`src/rtl/cic_interpolator.sv`:
```
// rtl/cic_interpolator.sv - N-stage I/Q CIC interpolator with valid/ready, runtime rate, gain shift and saturation
module cic_interpolator #(
  parameter int DATA_WIDTH    = 18,
  parameter int OUTPUT_WIDTH  = 18,
  parameter int CIC_STAGES    = 3,
  parameter int MAX_RATE_LOG2 = 8
) (
  input  logic                    clk,
  input  logic                    rst,
  input  logic                    enable,
  input  logic                    flush,
  input  logic [7:0]              interp_rate,
  input  logic [5:0]              out_shift,
  input  logic [DATA_WIDTH-1:0]   i_data_in,
  input  logic [DATA_WIDTH-1:0]   q_data_in,
  input  logic                    data_valid,
  output logic                    data_ready,
  output logic [OUTPUT_WIDTH-1:0] i_data_out,
  output logic [OUTPUT_WIDTH-1:0] q_data_out,
  output logic                    out_valid,
  input  logic                    out_ready,
  output logic [15:0]             status
);

  localparam int ACC_WIDTH = DATA_WIDTH + CIC_STAGES * MAX_RATE_LOG2;

  typedef logic signed [ACC_WIDTH-1:0] acc_t;

  localparam acc_t SAT_MAX = {{(ACC_WIDTH-OUTPUT_WIDTH+1){1'b0}}, {(OUTPUT_WIDTH-1){1'b1}}};
  localparam acc_t SAT_MIN = {{(ACC_WIDTH-OUTPUT_WIDTH+1){1'b1}}, {(OUTPUT_WIDTH-1){1'b0}}};

  // Channel index 0 is I, 1 is Q throughout.
  acc_t                    dly_q   [2][CIC_STAGES];
  acc_t                    dly_d   [2][CIC_STAGES];
  acc_t                    integ_q [2][CIC_STAGES];
  acc_t                    integ_d [2][CIC_STAGES];
  acc_t                    pend_q  [2];
  acc_t                    pend_d  [2];
  logic [OUTPUT_WIDTH-1:0] out_q   [2];
  logic [OUTPUT_WIDTH-1:0] out_d   [2];

  logic       pend_full_q, pend_full_d;
  logic       out_valid_q, out_valid_d;
  logic       underrun_q, underrun_d;
  logic       sat_q, sat_d;
  logic       started_q, started_d;
  logic [7:0] phase_q, phase_d;
  logic [7:0] rate_q, rate_d;
  logic [5:0] shift_q, shift_d;

  acc_t       comb_v    [2][CIC_STAGES+1];
  acc_t       integ_v   [2][CIC_STAGES];
  acc_t       x_v       [2];
  acc_t       shifted_v [2];
  logic       out_free, step, consume, accept;
  logic [7:0] rate_eff;
  logic [5:0] shift_eff;

  always_comb begin
    out_free   = !out_valid_q || out_ready;
    step       = enable && out_free && ((phase_q != 8'd0) || pend_full_q);
    consume    = step && (phase_q == 8'd0);
    data_ready = enable && (!pend_full_q || consume);
    accept     = data_valid && data_ready;

    // New configuration is only picked up at an input-sample boundary.
    rate_eff  = rate_q;
    shift_eff = shift_q;
    if (phase_q == 8'd0) begin
      rate_eff  = (interp_rate == 8'd0) ? 8'd1 : interp_rate;
      shift_eff = out_shift;
    end

    comb_v[0][0] = {{(ACC_WIDTH-DATA_WIDTH){i_data_in[DATA_WIDTH-1]}}, i_data_in};
    comb_v[1][0] = {{(ACC_WIDTH-DATA_WIDTH){q_data_in[DATA_WIDTH-1]}}, q_data_in};
    for (int c = 0; c < 2; c++) begin
      for (int k = 0; k < CIC_STAGES; k++) begin
        comb_v[c][k+1] = comb_v[c][k] - dly_q[c][k];
      end
      x_v[c]        = consume ? pend_q[c] : '0;
      integ_v[c][0] = integ_q[c][0] + x_v[c];
      for (int k = 1; k < CIC_STAGES; k++) begin
        integ_v[c][k] = integ_q[c][k] + integ_v[c][k-1];
      end
      shifted_v[c] = integ_v[c][CIC_STAGES-1] >>> shift_eff;
    end

    dly_d       = dly_q;
    integ_d     = integ_q;
    pend_d      = pend_q;
    out_d       = out_q;
    pend_full_d = pend_full_q;
    out_valid_d = out_valid_q;
    underrun_d  = underrun_q;
    sat_d       = sat_q;
    started_d   = started_q;
    phase_d     = phase_q;
    rate_d      = rate_q;
    shift_d     = shift_q;

    if (step) begin
      integ_d = integ_v;
      for (int c = 0; c < 2; c++) begin
        if (shifted_v[c] > SAT_MAX) begin
          out_d[c] = SAT_MAX[OUTPUT_WIDTH-1:0];
          sat_d    = 1'b1;
        end else if (shifted_v[c] < SAT_MIN) begin
          out_d[c] = SAT_MIN[OUTPUT_WIDTH-1:0];
          sat_d    = 1'b1;
        end else begin
          out_d[c] = shifted_v[c][OUTPUT_WIDTH-1:0];
        end
      end
      out_valid_d = 1'b1;
      phase_d     = (phase_q == rate_eff - 8'd1) ? 8'd0 : phase_q + 8'd1;
      rate_d      = rate_eff;
      shift_d     = shift_eff;
    end else if (out_ready) begin
      out_valid_d = 1'b0;
    end

    if (consume) begin
      pend_full_d = 1'b0;
    end

    // A refill in the same cycle as consume keeps R=1 at full rate.
    if (accept) begin
      for (int c = 0; c < 2; c++) begin
        for (int k = 0; k < CIC_STAGES; k++) begin
          dly_d[c][k] = comb_v[c][k];
        end
        pend_d[c] = comb_v[c][CIC_STAGES];
      end
      pend_full_d = 1'b1;
      started_d   = 1'b1;
    end

    if (enable && (phase_q == 8'd0) && !pend_full_q && out_free && started_q) begin
      underrun_d = 1'b1;
    end

    if (flush) begin
      for (int c = 0; c < 2; c++) begin
        for (int k = 0; k < CIC_STAGES; k++) begin
          dly_d[c][k]   = '0;
          integ_d[c][k] = '0;
        end
        pend_d[c] = '0;
        out_d[c]  = '0;
      end
      pend_full_d = 1'b0;
      out_valid_d = 1'b0;
      underrun_d  = 1'b0;
      sat_d       = 1'b0;
      started_d   = 1'b0;
      phase_d     = 8'd0;
    end
  end

  always_ff @(posedge clk) begin
    if (rst) begin
      for (int c = 0; c < 2; c++) begin
        for (int k = 0; k < CIC_STAGES; k++) begin
          dly_q[c][k]   <= '0;
          integ_q[c][k] <= '0;
        end
        pend_q[c] <= '0;
        out_q[c]  <= '0;
      end
      pend_full_q <= 1'b0;
      out_valid_q <= 1'b0;
      underrun_q  <= 1'b0;
      sat_q       <= 1'b0;
      started_q   <= 1'b0;
      phase_q     <= 8'd0;
      rate_q      <= 8'd1;
      shift_q     <= 6'd0;
    end else begin
      dly_q       <= dly_d;
      integ_q     <= integ_d;
      pend_q      <= pend_d;
      out_q       <= out_d;
      pend_full_q <= pend_full_d;
      out_valid_q <= out_valid_d;
      underrun_q  <= underrun_d;
      sat_q       <= sat_d;
      started_q   <= started_d;
      phase_q     <= phase_d;
      rate_q      <= rate_d;
      shift_q     <= shift_d;
    end
  end

  assign i_data_out = out_q[0];
  assign q_data_out = out_q[1];
  assign out_valid  = out_valid_q;
  assign status     = {phase_q, 4'b0000, sat_q, underrun_q, out_valid_q, pend_full_q};

endmodule

```
`config.mk`:
```
export PLATFORM = sky130hd
export DESIGN_NAME = cic_interpolator
export DESIGN_NICKNAME = d
export VERILOG_FILES = /design/src/rtl/cic_interpolator.sv
export SDC_FILE = /design/constraint.sdc
export NUM_CORES = 2
export LEC_CHECK = 0
export BUFFER_PORTS_ARGS = -buffer_cell sky130_fd_sc_hd__buf_2
export CAP_MARGIN = 10
export CORE_MARGIN = 5
export CORE_UTILIZATION = 35
export DETAILED_ROUTE_END_ITERATION = 12
export HOLD_SLACK_MARGIN = 0.15
export PLACE_DENSITY = 0.54
export SLEW_MARGIN = 15
export SYNTH_ARGS = -nofsm -noshare
export SYNTH_HDL_FRONTEND = slang
export SYNTH_SLANG_ARGS = --single-unit
```
`constraint.sdc`:
```
create_clock -name clk -period 25.2 [get_ports clk]
set_clock_uncertainty 0.1 [all_clocks]
set_input_delay 2.52 -clock clk [delete_from_list [all_inputs] [get_ports clk]]
set_output_delay 2.52 -clock clk [all_outputs]
set_load 0.02 [all_outputs]
```
==> results.ini <==
[die]
die_x_um = 359
die_y_um = 359
row_count = 128
die-area_um2 = 129000
core-area_um2 = 121000
initial_utilization = 0.351
ios = 110

[sta]
rsz0062_at_grt = false
min_period_ps = 13580
min_period_over_period = 0.539
final.setup.tns_ps = 0
max-slew-margin-rel = 0.281
setup_viol = 0
hold_viol_final = 0
finalMaxSlewViolations = 0
worst_hold_slack_ps = 347
tightest_slew_ps = 1060
max_freq_ghz = 0.0736

[global_route]
grt_pass1_vias = 37700
grt.total_usage = 0.201
grt_pass1_wl_um = 212000
overflow = 0
antenna_found_initial = 7
use_met1 = 0.295
grt_max_degree = 168
grt_busiest_layer = met2
grt.met2_usage = 0.309
grt_use_met3 = 0.0273

[synth]
syn_inst = 5859
synthDistinctLibCells = 111
synth-compound-area-share = 0.275
yosys-top-cells-area = dfxtp_1 24%, ha_1 11%, nand2_1 9.1%, a21oi_1 8.6%, xnor2_1 4.4%
yosysSeqAreaShare = 0.241
ys_top_cells_by_count = 1035 x nand2_1, 729 x a21oi_1, 513 x dfxtp_1, 461 x nor2_1, 368 x ha_1
synth_area_leader_cell = dfxtp_1
ys_ff_latch = 513
synth_fa_ha_area_frac = 0.114
yosys_warnings = 0
synth_ff_type = dfxtp_1
synth_edf_count = 0
avgSynthCellArea_um2 = 7.26
synth_top_family_by_area = compound AO/OA/AOI/OAI gates
synth.most_common_cell = nand2_1
synth_xor_area_frac = 0.0640
yosys-mux-area-fraction = 0.0329
synth_simple_gate_area_frac = 0.220
async_reset_ff_frac = 0
syn_area_um2 = 42600
netlist.area_leader.share = 0.241

[critical_path]
critPathCaptureType = register
timing.rr.start = phase_q[0]
cpPeakStageDelay_ps = 920
critPathRequiredTime_ps = 25710
startpoint_type = input port
cp_common_cell = a21oi_1
critPathArrivalTime_ps = 14090
setup.worst_path.start = out_ready
worstSetupPathType = in -> reg
crit_slowest_cell = o311ai_0
path_max_fanout = 84

[place]
hpwl_um = 98700
dp_cells = 7323
gp_congestion = 0.914
io_buffers = 105
place_area_um2 = 44400

[routing]
routedWlPerCell_um = 17.9
routed_wl_um = 133000
ant_nets = 0
initialDrtViolationCount = 2884
drc_errors = 0
post_drt_via_cell_ratio = 5.48
vias = 40800
dr.pass1.iters = 7

[power]
ir_drop_uv = 58.5
p_per_area_nw_per_um2 = 48.2
total_power_mw = 2.24
p_leak_nw = 18.5

[cts]
cts_max_level = 2
clk_latency_ps = 690
cts_buffer_depth = 3
clock-sinks = 513
clkTransAtPathRegs_ps = 60
cts_hold_buf = 0
post_cts_buffers = 0
clockRootBuffer = clkbuf_16
numCtsBuffers = 61
post_cts_resized = 0
cts_tree = done

[finish]
num-nets-final = 6197
synthToLayoutAreaGrowth_pct = 9.06
drive_gt1_frac = 0.0621
layout.cells.non_filler = 7436
finalInstanceArea_um2 = 46400

[hold_path]
hold_class = reg -> reg
min_from = pend_q[6]

[outcome]
outcome = finished clean

[run]
drv_cap = 0

==> logic make-up (layout without fill, tap and decap cells) <==
group / count (synthesis) / count (layout)
flip-flops: 513 / 513
XOR/XNOR: 306 / 306
multiplexers: 132 / 132
AND/OR/NAND/NOR: 2115 / 2115
AO/OA/AOI/OAI: 1842 / 1842
buffers and inverters: 570 / 517
other: 1 / 6
adder cells (fa/ha/maj): 380 / 380
==> registers in the layout, indices dropped and copies added (netlist names), 6 cells and up <==
register and cells:
i_data_out 18, shift_q 6, dly_q 114, pend_q 84, phase_q 8, integ_q 252
q_data_out 18, rate_q 8
==> layout make-up <==
class | instances | area, µm²
fillers | 12900 | 74800
clock buffers | 87 | 1750
flip-flops and latches | 513 | 10300
repair buffers | 151 | 908
multi-input cells | 4779 | 30200
inverters | 255 | 957
well taps | 1625 | 2030
diodes | 2 | 5.00
clock inverters | 24 | 272
==> routing by layer <==
metal	wire [µm]	part of all wire
met5	44	0.00033
met4	2940	0.022
met3	7160	0.054
met2	56300	0.42
met1	67000	0.50
==> report_power, final <==
| part | leakage, nW | total [mW] | switching, mW | internal, mW |
|---|---|---|---|---|
| Sequential | 4.14 | 0.838 | 0.00854 | 0.830 |
| Combinational | 13.4 | 0.503 | 0.315 | 0.188 |
| Clock | 0.993 | 0.897 | 0.382 | 0.515 |
==> critical path, delay by kind of cell <==
kind | cells | cell delay [ps]
AO/OA/AOI/OAI | 26 | 5720
buffers and inverters | 3 | 740
multiplexers | 1 | 470
adder cells (fa/ha/maj) | 4 | 1270
XOR/XNOR | 3 | 970
AND/OR/NAND/NOR | 11 | 2380
==> metrics by stage <==
stage | worst slack, ps | util
final | 11620 | 0.383
after global routing | 10400 | 0.383
after CTS | 11730 | 0.383
after detailed placement | 11100 | 0.366
after global placement | 11130 | 0.366
after floorplan | 13070 | -
==> placed cells by master (no fill, tap or decap), types with 108 or more instances in the layout <==
cell type	Yosys	layout
inv_1	255	255
a21oi_1	729	729
a21o_1	145	145
nor2_1	461	458
dfxtp_1	513	513
and2_1	108	108
nand2_1	1035	1033
o21ai_0	251	251
xnor2_1	216	216
ha_1	368	368
a211oi_1	114	114
nor3_1	118	118
==> path summary, 6_finish.rpt <==
path	to	slack (ps)	depth (start not counted)
max	q_data_out[16]	11620	48
min	pend_q[6]	350	2
max reg2reg	q_data_out[16]	12740	49
min reg2reg	pend_q[6]	350	2
Power figures use the tool's default switching activity.
